### src/rtl/tof_i2c_arbiter.sv
// Round-robin arbiter sharing one I2C transaction master among NUM_REQ ToF sequencers.
// The grant is held for a whole transaction, and a watchdog aborts owners that stop responding.
module tof_i2c_arbiter #(
  parameter int NUM_REQ        = 4,
  parameter int TIMEOUT_CYCLES = 1000000,
  parameter int TMR_W          = 20
) (
  input  logic                  clk,
  input  logic                  reset,
  input  logic [NUM_REQ-1:0]    req_start,
  input  logic [NUM_REQ-1:0]    req_is_read,
  input  logic [16*NUM_REQ-1:0] req_register_address,
  input  logic [8*NUM_REQ-1:0]  req_i2c_data,
  input  logic [17*NUM_REQ-1:0] req_nb_of_bytes,
  output logic [NUM_REQ-1:0]    req_ready,
  output logic [NUM_REQ-1:0]    req_error,
  output logic [15:0]           req_i2c_data_in,
  output logic [NUM_REQ-1:0]    grant,
  output logic                  m_start,
  output logic                  m_is_read,
  output logic [15:0]           m_register_address,
  output logic [7:0]            m_i2c_data,
  output logic [16:0]           m_nb_of_bytes,
  input  logic                  m_ready,
  input  logic                  m_error,
  input  logic [15:0]           m_i2c_data_in,
  output logic                  busy,
  output logic [7:0]            timeout_count
);

  // state   | meaning
  // S_IDLE  | no owner; picks the next requester round-robin from rr_ptr
  // S_GRANT | owner latched, payload registered, m_start still low
  // S_BUSY  | transaction running; handshake routed to owner, watchdog counting
  // S_DRAIN | owner released or timed out; wait for m_ready low before freeing the bus
  typedef enum logic [1:0] {S_IDLE, S_GRANT, S_BUSY, S_DRAIN} state_t;

  localparam int PTR_W = $clog2(NUM_REQ);

  state_t             state;
  logic [PTR_W-1:0]   rr_ptr;
  logic [PTR_W-1:0]   owner;
  logic [TMR_W-1:0]   timer;
  logic               m_ready_q;

  logic [15:0]        addr_arr [NUM_REQ];
  logic [7:0]         data_arr [NUM_REQ];
  logic [16:0]        nb_arr   [NUM_REQ];

  logic [PTR_W-1:0]   sel_idx;
  logic [PTR_W-1:0]   nxt_ptr;
  logic [NUM_REQ-1:0] sel_onehot;

  always_comb begin
    for (int i = 0; i < NUM_REQ; i++) begin
      addr_arr[i] = req_register_address[16*i +: 16];
      data_arr[i] = req_i2c_data[8*i +: 8];
      nb_arr[i]   = req_nb_of_bytes[17*i +: 17];
    end
  end

  // First asserted request scanning from rr_ptr upward, wrapping at NUM_REQ.
  always_comb begin
    logic             found;
    logic [PTR_W-1:0] cand;
    found      = 1'b0;
    cand       = '0;
    sel_idx    = '0;
    sel_onehot = '0;
    for (int k = 0; k < NUM_REQ; k++) begin
      cand = PTR_W'((int'(rr_ptr) + k) % NUM_REQ);
      if (!found && req_start[cand]) begin
        found   = 1'b1;
        sel_idx = cand;
      end
    end
    sel_onehot[sel_idx] = 1'b1;
    nxt_ptr = (int'(sel_idx) == NUM_REQ - 1) ? '0 : sel_idx + 1'b1;
  end

  always_ff @(posedge clk or negedge reset) begin
    if (!reset) begin
      state              <= S_IDLE;
      rr_ptr             <= '0;
      owner              <= '0;
      timer              <= '0;
      m_ready_q          <= 1'b0;
      req_ready          <= '0;
      req_error          <= '0;
      req_i2c_data_in    <= '0;
      grant              <= '0;
      m_start            <= 1'b0;
      m_is_read          <= 1'b0;
      m_register_address <= '0;
      m_i2c_data         <= '0;
      m_nb_of_bytes      <= '0;
      busy               <= 1'b0;
      timeout_count      <= '0;
    end else begin
      m_ready_q <= m_ready;
      case (state)
        S_IDLE: begin
          m_start   <= 1'b0;
          req_ready <= '0;
          req_error <= '0;
          if (|req_start && !m_ready) begin
            owner  <= sel_idx;
            grant  <= sel_onehot;
            rr_ptr <= nxt_ptr;
            busy   <= 1'b1;
            state  <= S_GRANT;
          end
        end
        S_GRANT: begin
          m_is_read          <= req_is_read[owner];
          m_register_address <= addr_arr[owner];
          m_i2c_data         <= data_arr[owner];
          m_nb_of_bytes      <= nb_arr[owner];
          timer              <= '0;
          state              <= S_BUSY;
        end
        S_BUSY: begin
          // Payload follows the owner every cycle so streaming bursts can update per byte.
          m_is_read          <= req_is_read[owner];
          m_register_address <= addr_arr[owner];
          m_i2c_data         <= data_arr[owner];
          m_nb_of_bytes      <= nb_arr[owner];
          req_i2c_data_in    <= m_i2c_data_in;
          if (timer == TMR_W'(TIMEOUT_CYCLES - 1)) begin
            m_start   <= 1'b0;
            req_ready <= '0;
            req_error <= grant;
            if (timeout_count != 8'hFF) timeout_count <= timeout_count + 1'b1;
            state     <= S_DRAIN;
          end else if (!req_start[owner]) begin
            m_start   <= 1'b0;
            req_ready <= '0;
            req_error <= '0;
            state     <= S_DRAIN;
          end else begin
            m_start   <= 1'b1;
            req_ready <= grant & {NUM_REQ{m_ready}};
            req_error <= grant & {NUM_REQ{m_error}};
            timer     <= (m_ready && !m_ready_q) ? '0 : timer + 1'b1;
          end
        end
        S_DRAIN: begin
          m_start   <= 1'b0;
          req_ready <= '0;
          req_error <= '0;
          if (!m_ready) begin
            grant <= '0;
            busy  <= 1'b0;
            state <= S_IDLE;
          end
        end
        default: begin
          m_start   <= 1'b0;
          req_ready <= '0;
          req_error <= '0;
          grant     <= '0;
          busy      <= 1'b0;
          state     <= S_IDLE;
        end
      endcase
    end
  end

endmodule
### config.mk
export PLATFORM = sky130hd
export DESIGN_NAME = tof_i2c_arbiter
export DESIGN_NICKNAME = d
export VERILOG_FILES = /design/src/rtl/tof_i2c_arbiter.sv
export SDC_FILE = /design/constraint.sdc
export NUM_CORES = 1
export LEC_CHECK = 0
export CAP_MARGIN = 20
export CORE_MARGIN = 5
export CORE_UTILIZATION = 45
export DETAILED_ROUTE_END_ITERATION = 7
export PLACE_DENSITY = 0.95
export SLEW_MARGIN = 30
export SYNTH_ARGS = -nofsm -noshare
export SYNTH_HDL_FRONTEND = slang
export SYNTH_SLANG_ARGS = --single-unit
### constraint.sdc
create_clock -name clk -period 3.2 [get_ports clk]
set_input_delay 0.32 -clock clk [delete_from_list [all_inputs] [get_ports clk]]
set_output_delay 0.32 -clock clk [all_outputs]
set_load 0.02 [all_outputs]
* After elaboration in Yosys (flattened, before gate mapping)
Cells that the tools add are included.
** Word-level totals
- Register bits :: 107
- Input bits :: 192
- Output and inout port bits :: 80
- Logic and storage cells :: 122
** Operators by class
- Add/subtract/negate cells :: 6
- Order comparisons :: 8
- Equality and inequality tests :: 11
- Mux-type cells :: 55
- Bitwise operators :: 3
- Reductions and logical operators :: 23
** Operators with widths (count)
- 20-bit two-way mux :: 3
- 20-bit one-hot mux with 2 select lines :: 1
- 17-bit binary-select mux with 2-bit select :: 1
- 17-bit two-way mux :: 2
- 16-bit binary-select mux with 2-bit select :: 1
- 16-bit two-way mux :: 2
- 4-bit two-way mux :: 6
- 4-bit one-hot mux with 2 select lines :: 3
- 20-bit by 1-bit adder with 20-bit output (second input constant) :: 1
- 20-bit == test (second input constant) :: 1
- 2-bit by 3-bit less-than comparator with 1-bit output (second input constant) :: 6
- 2-bit two-way mux :: 9
- 8-bit binary-select mux with 2-bit select :: 1
- 8-bit two-way mux :: 2
- 1-bit two-way mux :: 14
- 1-bit binary-select mux with 2-bit select :: 6
- 3-bit AND reduction :: 4
- 8-bit by 1-bit adder with 8-bit output (second input constant) :: 1
- 4-bit bitwise AND :: 2
- 2-bit != test (second input constant) :: 4
- 8-bit != test (second input constant) :: 1
- 2-bit one-hot mux with 4 select lines :: 1
- 1-bit logical AND :: 6
- 2-bit nonzero test :: 3
- other kinds (15) :: 25

* Depth between registers and ports, before layout
Gate-level depths: netlist of the first run.
- Depth after elaboration :: 18
- Depth in mapped cells :: 8
- Depth with buffers taken out :: 7

* Worst setup path before layout of the first run
No wires, ideal clock.
- Path type :: reg-to-reg
- From :: reg timer[0]
- To :: reg timer[14]
- Library setup time :: 0.126 ns
- Arrival time :: 1.849 ns
- Data required time :: 3.074 ns
- Slack :: 1.225 ns
- Stages on the path, launching flop included :: 8
- Path buffers :: 1
- Period minus slack after synthesis :: 1.975 ns
- Cell sequence :: dfrtp_1 -> ha_1 -> and4_1 -> nand2_2 -> o311a_4 -> buf_6 -> and3_1 -> a221o_1
** Between the ends
- Longest elaborated chain between the ends :: 5
- Elaborated cells between the ends (all ways) :: 8
- Classes of those cells :: add/sub (1); eq/ne (2); mux (4); reduce/logical (1)
** Ends and longest elaborated chain
- from (decl) :: line 43 : logic [TMR_W-1:0] timer;
- from (signal assigned) :: line 144 : timer <= (m_ready && !m_ready_q) ? '0 : timer + 1'b1;
- 20-bit by 1-bit adder with 20-bit output :: line 144
- 20-bit two-way mux :: line 144
- 20-bit two-way mux :: line 135 : end else if (!req_start[owner]) begin
- 20-bit two-way mux :: line 129 : if (timer == TMR_W'(TIMEOUT_CYCLES - 1)) begin
- 20-bit one-hot mux with 2 select lines :: line 101 : case (state)
Parallel ways exist; a longest one is shown, timed or not. The select of a mux whose other input is x is not followed.
A chain may end at the register's enable or synchronous reset.

* Worst setup path after layout of the first run
- From :: reg state[0]
- To :: reg timer[17]
** Between the ends
- Longest elaborated chain between the ends :: 3
- Elaborated cells between the ends (all ways) :: 7
- Classes of those cells :: eq/ne (4); mux (1); reduce/logical (2)
** Ends and longest elaborated chain
- from (decl) :: line 40 : state_t state;
- from (signal assigned) :: line 83 : state <= S_IDLE;
- from (signal assigned) :: line 111 : state <= S_GRANT;
- from (signal assigned) :: line 120 : state <= S_BUSY;
- 2-bit == test / 2-bit by 1-bit == test with 1-bit output (equally long branches) :: line 101
- 2-bit != test (no line) / 2-bit nonzero test (equally long branches)
- 3-bit AND reduction (no line)
Parallel ways exist; a longest one is shown, timed or not.

==> key figures, run 1 <==
Run status
  • Run status: completed

Die
  • Core Footprint: 12600 um2
  • Boundary Pins: 272
  • Die span in y: approximately 120 um
  • Starting Density: between 40% and 50%
  • Site Rows: 41
  • Die width: around 120 um
  • Full die area: 15200 um2

Synth
  • Compound-cell area share of the yosys netlist: 7.87%
  • Adder and majority gate portion of the synthesized area: 2.38%
  • Parity-gate share of the synthesized area counting xor and xnor cells: 1.21%
  • Asr flop ratio synth: 100%
  • Avg Synthesized Cell Area: between 10 and 15 um2
  • Portion of netlist area occupied by mux cells: 29.6%
  • Post-Syn Instances: 423
  • Synth top area cells: sky130_fd_sc_hd__dfrtp_1, sky130_fd_sc_hd__mux4_2, sky130_fd_sc_hd__mux2_2
  • Yosys cell types: 46
  • Share of the yosys chip area belonging to registers: 46.4%
  • Most used flip-flop cell after synthesis: sky130_fd_sc_hd__dfrtp_1
  • Count of flip-flops with a built-in enable after synthesis: 0
  • Yosys Warn Count: 0
  • Number of register bits inferred by synthesis: 107
  • Largest area contributor in the netlist: sky130_fd_sc_hd__dfrtp_1
  • Syn Nets: approximately 630
  • Area fraction of the dominant cell type after synthesis: 46.4%
  • Synthesized area: 5770 um2
  • Area fraction in and, or, nand and nor cells after synthesis: 9.95%
  • Main combinational cell family by area after synthesis: multiplexers

Routing
  • Via density per instance: 5.51
  • Total DRC errors in the routed layout: 0
  • Overall routed net length: 17.7 mm
  • Via Count: 4758
  • Number of routed nets with antenna violations: 0
  • Drt first-iter violations: about 270
  • Number of detailed-routing iterations run before antenna repair: 4
  • Routed WL per cell: approximately 20 um

Timing
  • Least-Margin Pin Slew: 0.782 ns
  • Unrepaired setup endpoints after global routing: false
  • Worst path setup slack after routing: 0.770 ns
  • Fmax: 0.411 GHz
  • Final setup TNS: 0 ns
  • Clock Skews: 0.00661 ns
  • Slew headroom: 47.8%
  • Time the final worst path needs with I/O delays and setup: 2.43 ns
  • Final setup violation count: 0
  • Final Cycle Share: 75.9%
  • Pins Over Slew Limit: 0
  • Count of endpoints failing hold in the final timing report: 0

Power
  • VDD IR max: 0.000550 V
  • Internal Dissipation: around 0.0048 W
  • Power Density: 847 nW/um2
  • Leakage component of the power: 3.66 nW
  • Net switching power: 0.00281 W
  • Switching share of total power: roughly 37%
  • Fraction of power consumed by the clock network: 14.0%
  • Seq pwr share: 28.7%
  • Total chip power: ~0.0076 W
  • Combinational cell fraction of total power: 57.3%

Worst setup path
  • Crit Reg-Reg Startpoint: state[0]
  • Maximum fanout count along the critical path: 24
  • Critical path type: flop to flop
  • Data arrival time of the critical path: between 2 and 3 ns
  • Origin of the worst setup path: state[0]
  • Startpoint Class: flop
  • CP Data Required Time: 3.46 ns
  • Buf/Inv on CP: 2
  • Element type at the critical path end: flop
  • Delay contributed by the slowest stage of the critical path: between 0.4 and 0.5 ns
  • Critical-path cell with the highest stage delay: sky130_fd_sc_hd__o311a_4
  • Worst path top cell family by delay: compound AO/OA/AOI/OAI gates
  • Critical path, cell by cell: inv_1 > ha_1 > buf_4 > and2_1 > o311a_4 > a41oi_1 > a31oi_1

Layout
  • Final-stage net count: approximately 900
  • Ant. Diodes: 0
  • Combined area of the multi-input logic cells: 2950 um2
  • Leading cell type in the layout, fill and taps excluded: sky130_fd_sc_hd__clkdlybuf4s50_1
  • Commonest non-fill, non-tap cells in the layout: sky130_fd_sc_hd__clkdlybuf4s50_1, sky130_fd_sc_hd__dfrtp_1, sky130_fd_sc_hd__mux2_2, sky130_fd_sc_hd__mux4_2, sky130_fd_sc_hd__nor2_1
  • Total area of sequential cells: 2680 um2
  • Layout area overhead: 54.7%
  • Final Non-Filler Cells: about 860
  • Share of final-layout standard cells stronger than drive strength 1: between 20 and 25%
  • Filler cell count in the final layout: between 800 and 900

Global route
  • Wire length of the first global-routing pass: approximately 27 mm
  • Initial antenna violation count: 0
  • Vias in the first global route: 5195
  • Total global routing overflow: 0
  • Global-route usage over all layers: a little under a quarter
  • Pin count of the biggest net entering global routing: 75

Clock tree
  • Number of buffers inserted by hold repair at cts: 1
  • Post-CTS sizing: 0
  • CTS Buf Count: 9
  • Root buffer selected by CTS: sky130_fd_sc_hd__clkbuf_16
  • H-Tree Depth: 3
  • Clock tree from TritonCTS: built
  • Number of setup buffers added after CTS: 0
  • Clock net sink count: between 100 and 150
  • Clock-pin slew on the worst setup and hold paths: roughly 0.07 ns
  • Clock Tree Buf Depth: 2
  • Clock latency on the worst-skew pair: 0.34 ns

Place
  • Pre-CTS setup slack: 0.695 ns
  • Cell Count Post-Placement: 847
  • DP HPWL: about 14 mm
  • Buffers added on ports: around 270
  • Placer's final routability congestion estimate: slightly above 0.8

Worst hold path
  • Class of the tightest hold or removal check: input pin to asynchronous set/reset pin

Job
  • Total of max-cap violations: 0
[power groups by stage]
stage	sequential, W	combinational [W]	clock (W)
6_report	0.00217	0.00434	0.00106
5_1_grt	0.00223	0.00463	0.00113
4_1_cts	0.00217	0.00440	0.00107
3_5_place_dp	0.00219	0.00436	0
3_3_place_gp	0.00215	0.00422	0
2_1_floorplan	0.00264	0.00226	0
[synth_stat cells (9+ instances only)]
library cell / number
sky130_fd_sc_hd__nor2_1: 19
sky130_fd_sc_hd__o21ai_0: 9
sky130_fd_sc_hd__nand2_1: 17
sky130_fd_sc_hd__and3_1: 11
sky130_fd_sc_hd__dfrtp_1: 107
sky130_fd_sc_hd__clkbuf_1: 14
sky130_fd_sc_hd__ha_1: 11
sky130_fd_sc_hd__nand3_1: 12
sky130_fd_sc_hd__a22o_1: 14
sky130_fd_sc_hd__mux4_2: 43
sky130_fd_sc_hd__mux2_2: 65
sky130_fd_sc_hd__inv_1: 10
[routing by layer]
metal	global-route usage, %	vias up	routed length (um)
met1	26.7	2401	6520
li1	-	2162	-
met3	5.63	26	1130
met5	0	-	0
met2	43.3	169	9690
met4	7.68	0	340
[worst paths after layout]
| kind | to | slack [ns] | cells after the start |
|---|---|---|---|
| min in group clk | timeout_count[6] | 0.50 | 1 |
| hold reg to reg | timeout_count[6] | 0.50 | 1 |
| setup / recovery | timer[17] | 0.77 | 7 |
| setup reg to reg | timer[17] | 0.77 | 7 |
| hold / removal | m_register_address[6] | 0.48 | 2 |
| max in group asynchronous | owner[0] | 1.98 | 3 |
[state kept, by name (all words and copies together) (netlist names)]
name	cells
busy	1
m_start	1
grant	4
m_is_read	1
owner	2
rr_ptr	2
m_ready_q	1
m_i2c_data	8
req_i2c_data_in	16
m_register_address	16
timer	20
timeout_count	8
state	2
m_nb_of_bytes	17
req_ready	4
req_error	4
[stage by stage]
stage	hold WS, ns	instance area, um2	utilization, %
2_1_floorplan	0.0244	5770	-
3_3_place_gp	0.284	8640	68.5
3_5_place_dp	0.304	8640	68.5
4_1_cts	0.483	8930	70.8
5_1_grt	0.511	8930	70.8
6_report	0.475	8930	70.8
[cells by family after synthesis]
family | Yosys count
AND/OR/NAND/NOR | 96
flip-flops | 107
AO/OA/AOI/OAI | 58
XOR/XNOR | 8
buffers and inverters | 34
multiplexers | 109
adder cells (fa/ha/maj) | 11
[area by class of cell]
class / count / area share [%]
Timing Repair Buffer: 277 / 31.0
Inverter: 10 / 0.420
Tap cell: 172 / 2.41
Clock buffer: 11 / 2.72
Multi-Input combinational cell: 282 / 33.0
Sequential cell: 107 / 30.0
Clock inverter: 5 / 0.420
(Power assumes the default switching activity.)
==> inputs of run 2 (changes only) <==
Settings changed: CORE_UTILIZATION 45 to 42, PLACE_DENSITY 0.95 to 0.9.
Clock period 3.2 ns to 2.49 ns, I/O delays scaled along.
==> run 2 against run 1 <==
Against the previous run:
- utilization shrank 3.1 points
- sequential share of layout area fell by 0.33 points
- via count up 2.8%
- hold slack got worse by 0.13 ns
- fmax rose by 7.3%
- register-to-register slack got worse by 0.54 ns
- first-iteration DRC count is 7.7% higher
- non-clock buffer count increased by 2
- power increased by 32%
- critical endpoint is now timer[9]
==> key figures, run 2 (synthesized netlist as in run 1, its figures left out) <==
Clock tree
  • Number of buffers inserted by hold repair at cts: 1 (unchanged)
  • Clock tree from TritonCTS: built
  • CTS Buf Count: 9 (unchanged)
  • Post-CTS sizing: 0 (unchanged)
  • Root buffer selected by CTS: sky130_fd_sc_hd__clkbuf_16
  • Clock net sink count: 107 (unchanged)
  • Number of setup buffers added after CTS: 0 (unchanged)
  • Clock-pin slew on the worst setup and hold paths: 0.07 ns (about the same)
  • H-Tree Depth: 3 (unchanged)
  • Clock Tree Buf Depth: 2 (unchanged)
  • Clock latency on the worst-skew pair: 0.35 ns (about the same)

Layout
  • Share of final-layout standard cells stronger than drive strength 1: 20.7% (+0.37 points)
  • Total area of sequential cells: 2680 um2 (unchanged)
  • Leading cell type in the layout, fill and taps excluded: sky130_fd_sc_hd__clkdlybuf4s50_1
  • Final Non-Filler Cells: 871 (+0.81%)
  • Commonest non-fill, non-tap cells in the layout: sky130_fd_sc_hd__clkdlybuf4s50_1, sky130_fd_sc_hd__dfrtp_1, sky130_fd_sc_hd__mux2_2, sky130_fd_sc_hd__mux4_2, sky130_fd_sc_hd__nor2_1
  • Register bank with the most flops: timer
  • Flip-flop count of the largest register, all copies and words added: 20 (unchanged)
  • Final core occ: 67.7% (-3.1 points)
  • Combined area of the multi-input logic cells: 2950 um2 (unchanged)
  • Final-stage net count: 892 (+0.22%)
  • Filler cell count in the final layout: 954 (+12%)
  • Registers with the highest flip-flop counts: timer (20), m_nb_of_bytes (17)
  • Layout area overhead: 56.4%

Routing
  • Number of detailed-routing iterations run before antenna repair: 4 (unchanged)
  • Total DRC errors in the routed layout: 0 (unchanged)
  • Number of routed nets with antenna violations: 0 (unchanged)
  • Overall routed net length: 17.8 mm (+0.43%)
  • Drt first-iter violations: 294 (+7.7%)
  • Via Count: 4890 (+2.8%)
  • Routed WL per cell: 20.4 um (-0.38%)
  • Via density per instance: 5.61 (+1.9%)

Timing
  • Final setup violation count: 0 (unchanged)
  • Clock Skews: 0.00880 ns (+0.00219 ns)
  • Slew headroom: 57.0% (+9.2 points)
  • Count of endpoints failing hold in the final timing report: 0 (unchanged)
  • Time the final worst path needs with I/O delays and setup: 2.26 ns (-0.165 ns)
  • Final hold slack: 0.342 ns (-0.133 ns)
  • Final Cycle Share: 91.0% (+15 points)
  • Final setup TNS: 0 ns (unchanged)
  • Unrepaired setup endpoints after global routing: false
  • Least-Margin Pin Slew: 0.643 ns (-0.139 ns)
  • Pins Over Slew Limit: 0 (unchanged)
  • Fmax: 0.442 GHz (+7.3%)

Die
  • Die span in y: 127 um (+3.2%)
  • Boundary Pins: 272 (unchanged)
  • Site Rows: 42 (+2.4%)
  • Die width: 127 um (+3.2%)
  • Core Footprint: 13300 um2 (+5.8%)
  • Starting Density: 43.3% (-2.5 points)
  • Full die area: 16200 um2 (+6.6%)

Worst setup path
  • Critical path, cell by cell: ha_1 > and4_1 > nand2_2 > o311a_4 > or2_1 > a31oi_1
  • Worst path top cell family by delay: simple AND/OR/NAND/NOR gates
  • Startpoint Class: flop
  • Element type at the critical path end: flop
  • Delay contributed by the slowest stage of the critical path: 0.43 ns (about the same)
  • Worst reg-to-reg path cell count: 6 (-1)
  • Critical R2R Capture: timer[9]
  • Critical-path cell with the highest stage delay: sky130_fd_sc_hd__dfrtp_1
  • Critical path type: flop to flop
  • Slack of the worst reg-to-reg path: 0.23 ns (-0.54 ns)
  • Data arrival time of the critical path: 2.52 ns (-0.17 ns)
  • CP Data Required Time: 2.75 ns (-0.71 ns)
  • Maximum fanout count along the critical path: 10 (-58%)
  • Crit Reg-Reg Startpoint: timer[0]
  • Buf/Inv on CP: 0 (-2)

Run status
  • Run status: completed

Global route
  • Initial antenna violation count: 1 (+1)
  • Global-route usage over all layers: 22.1% (-1.4 points)
  • GR Layer Usage met3: 7.18% (+1.6 points)
  • Met1 track demand over resource in global routing: 23.6% (-3.1 points)
  • Grt met2 use: 40.6% (-2.7 points)
  • Pin count of the biggest net entering global routing: 54 (-28%)
  • Total global routing overflow: 0 (unchanged)
  • Vias in the first global route: 5387 (+3.7%)
  • Wire length of the first global-routing pass: 28.1 mm (+2.5%)
  • GR peak layer: met2

Power
  • Power Density: 1110 nW/um2 (+31%)
  • Leakage component of the power: 3.71 nW (+1.3%)
  • VDD IR max: 0.000537 V (-2.4%)

Worst hold path
  • Class of the tightest hold or removal check: input pin to asynchronous set/reset pin

Job
  • Total of max-cap violations: 0 (unchanged)

Place
  • DP HPWL: 14.3 mm (+1.0%)
  • Cell Count Post-Placement: 853 (+0.71%)
  • Placer's final routability congestion estimate: 0.854 (+3.0%)
  • Buffers added on ports: 271 (unchanged)
==> run 2: changes by cell type in the layout (fill, tap and decap cells not counted), sizes merged <==
cell,change
diode,+1
clkinvlp,-1
clkbuf,-2
inv,+2
clkinv,-1
bufinv,+2
buf,+2
==> run 2: report_power, final <==
group          total (W)  switching, W  internal, W
sequential       0.00279      0.000398      0.00239
combinational    0.00565       0.00257      0.00308
clock            0.00157      0.000666     0.000901
total             0.0100       0.00363      0.00637
==> run 2: per-layer routing <==
metal | routed length (um) | up-vias
met5 | 0 | -
met4 | 455 | 0
met3 | 1430 | 35
met2 | 9770 | 230
met1 | 6100 | 2448
li1 | - | 2177
==> run 2: worst max-delay path by stage <==
stage | start | end | slack (ns) | depth (start not counted)
2_1_floorplan | timer[0] | timer[14] | 0.52 | 7
3_3_place_gp | req_start[0] | timer[15] | 0.36 | 5
3_5_place_dp | req_start[0] | timer[9] | 0.28 | 5
4_1_cts | timer[0] | timer[9] | 0.26 | 6
5_1_grt | timer[0] | timer[15] | 0.07 | 6
6_report | timer[0] | timer[9] | 0.23 | 6
==> run 2: area by class of cell <==
type	count	share of cell area [%]
antenna	1	0.0277
timing repair buffer	279	31.1
tap	176	2.44
sequential	107	29.7
multi-input combinational	282	32.6
inverter	10	0.416
clock inverter	7	1.19
clock buffer	9	2.49
==> run 2: through the flow <==
| step | cell area, um2 | worst slack, ns | total power, W |
|---|---|---|---|
| finish | 9030 | 0.225 | 0.0100 |
| global route | 9030 | 0.0745 | 0.0106 |
| CTS | 9030 | 0.259 | 0.0101 |
| detailed placement | 8690 | 0.277 | 0.00852 |
| global placement | 8690 | 0.361 | 0.00829 |
| floorplan | 5770 | 0.515 | 0.00630 |
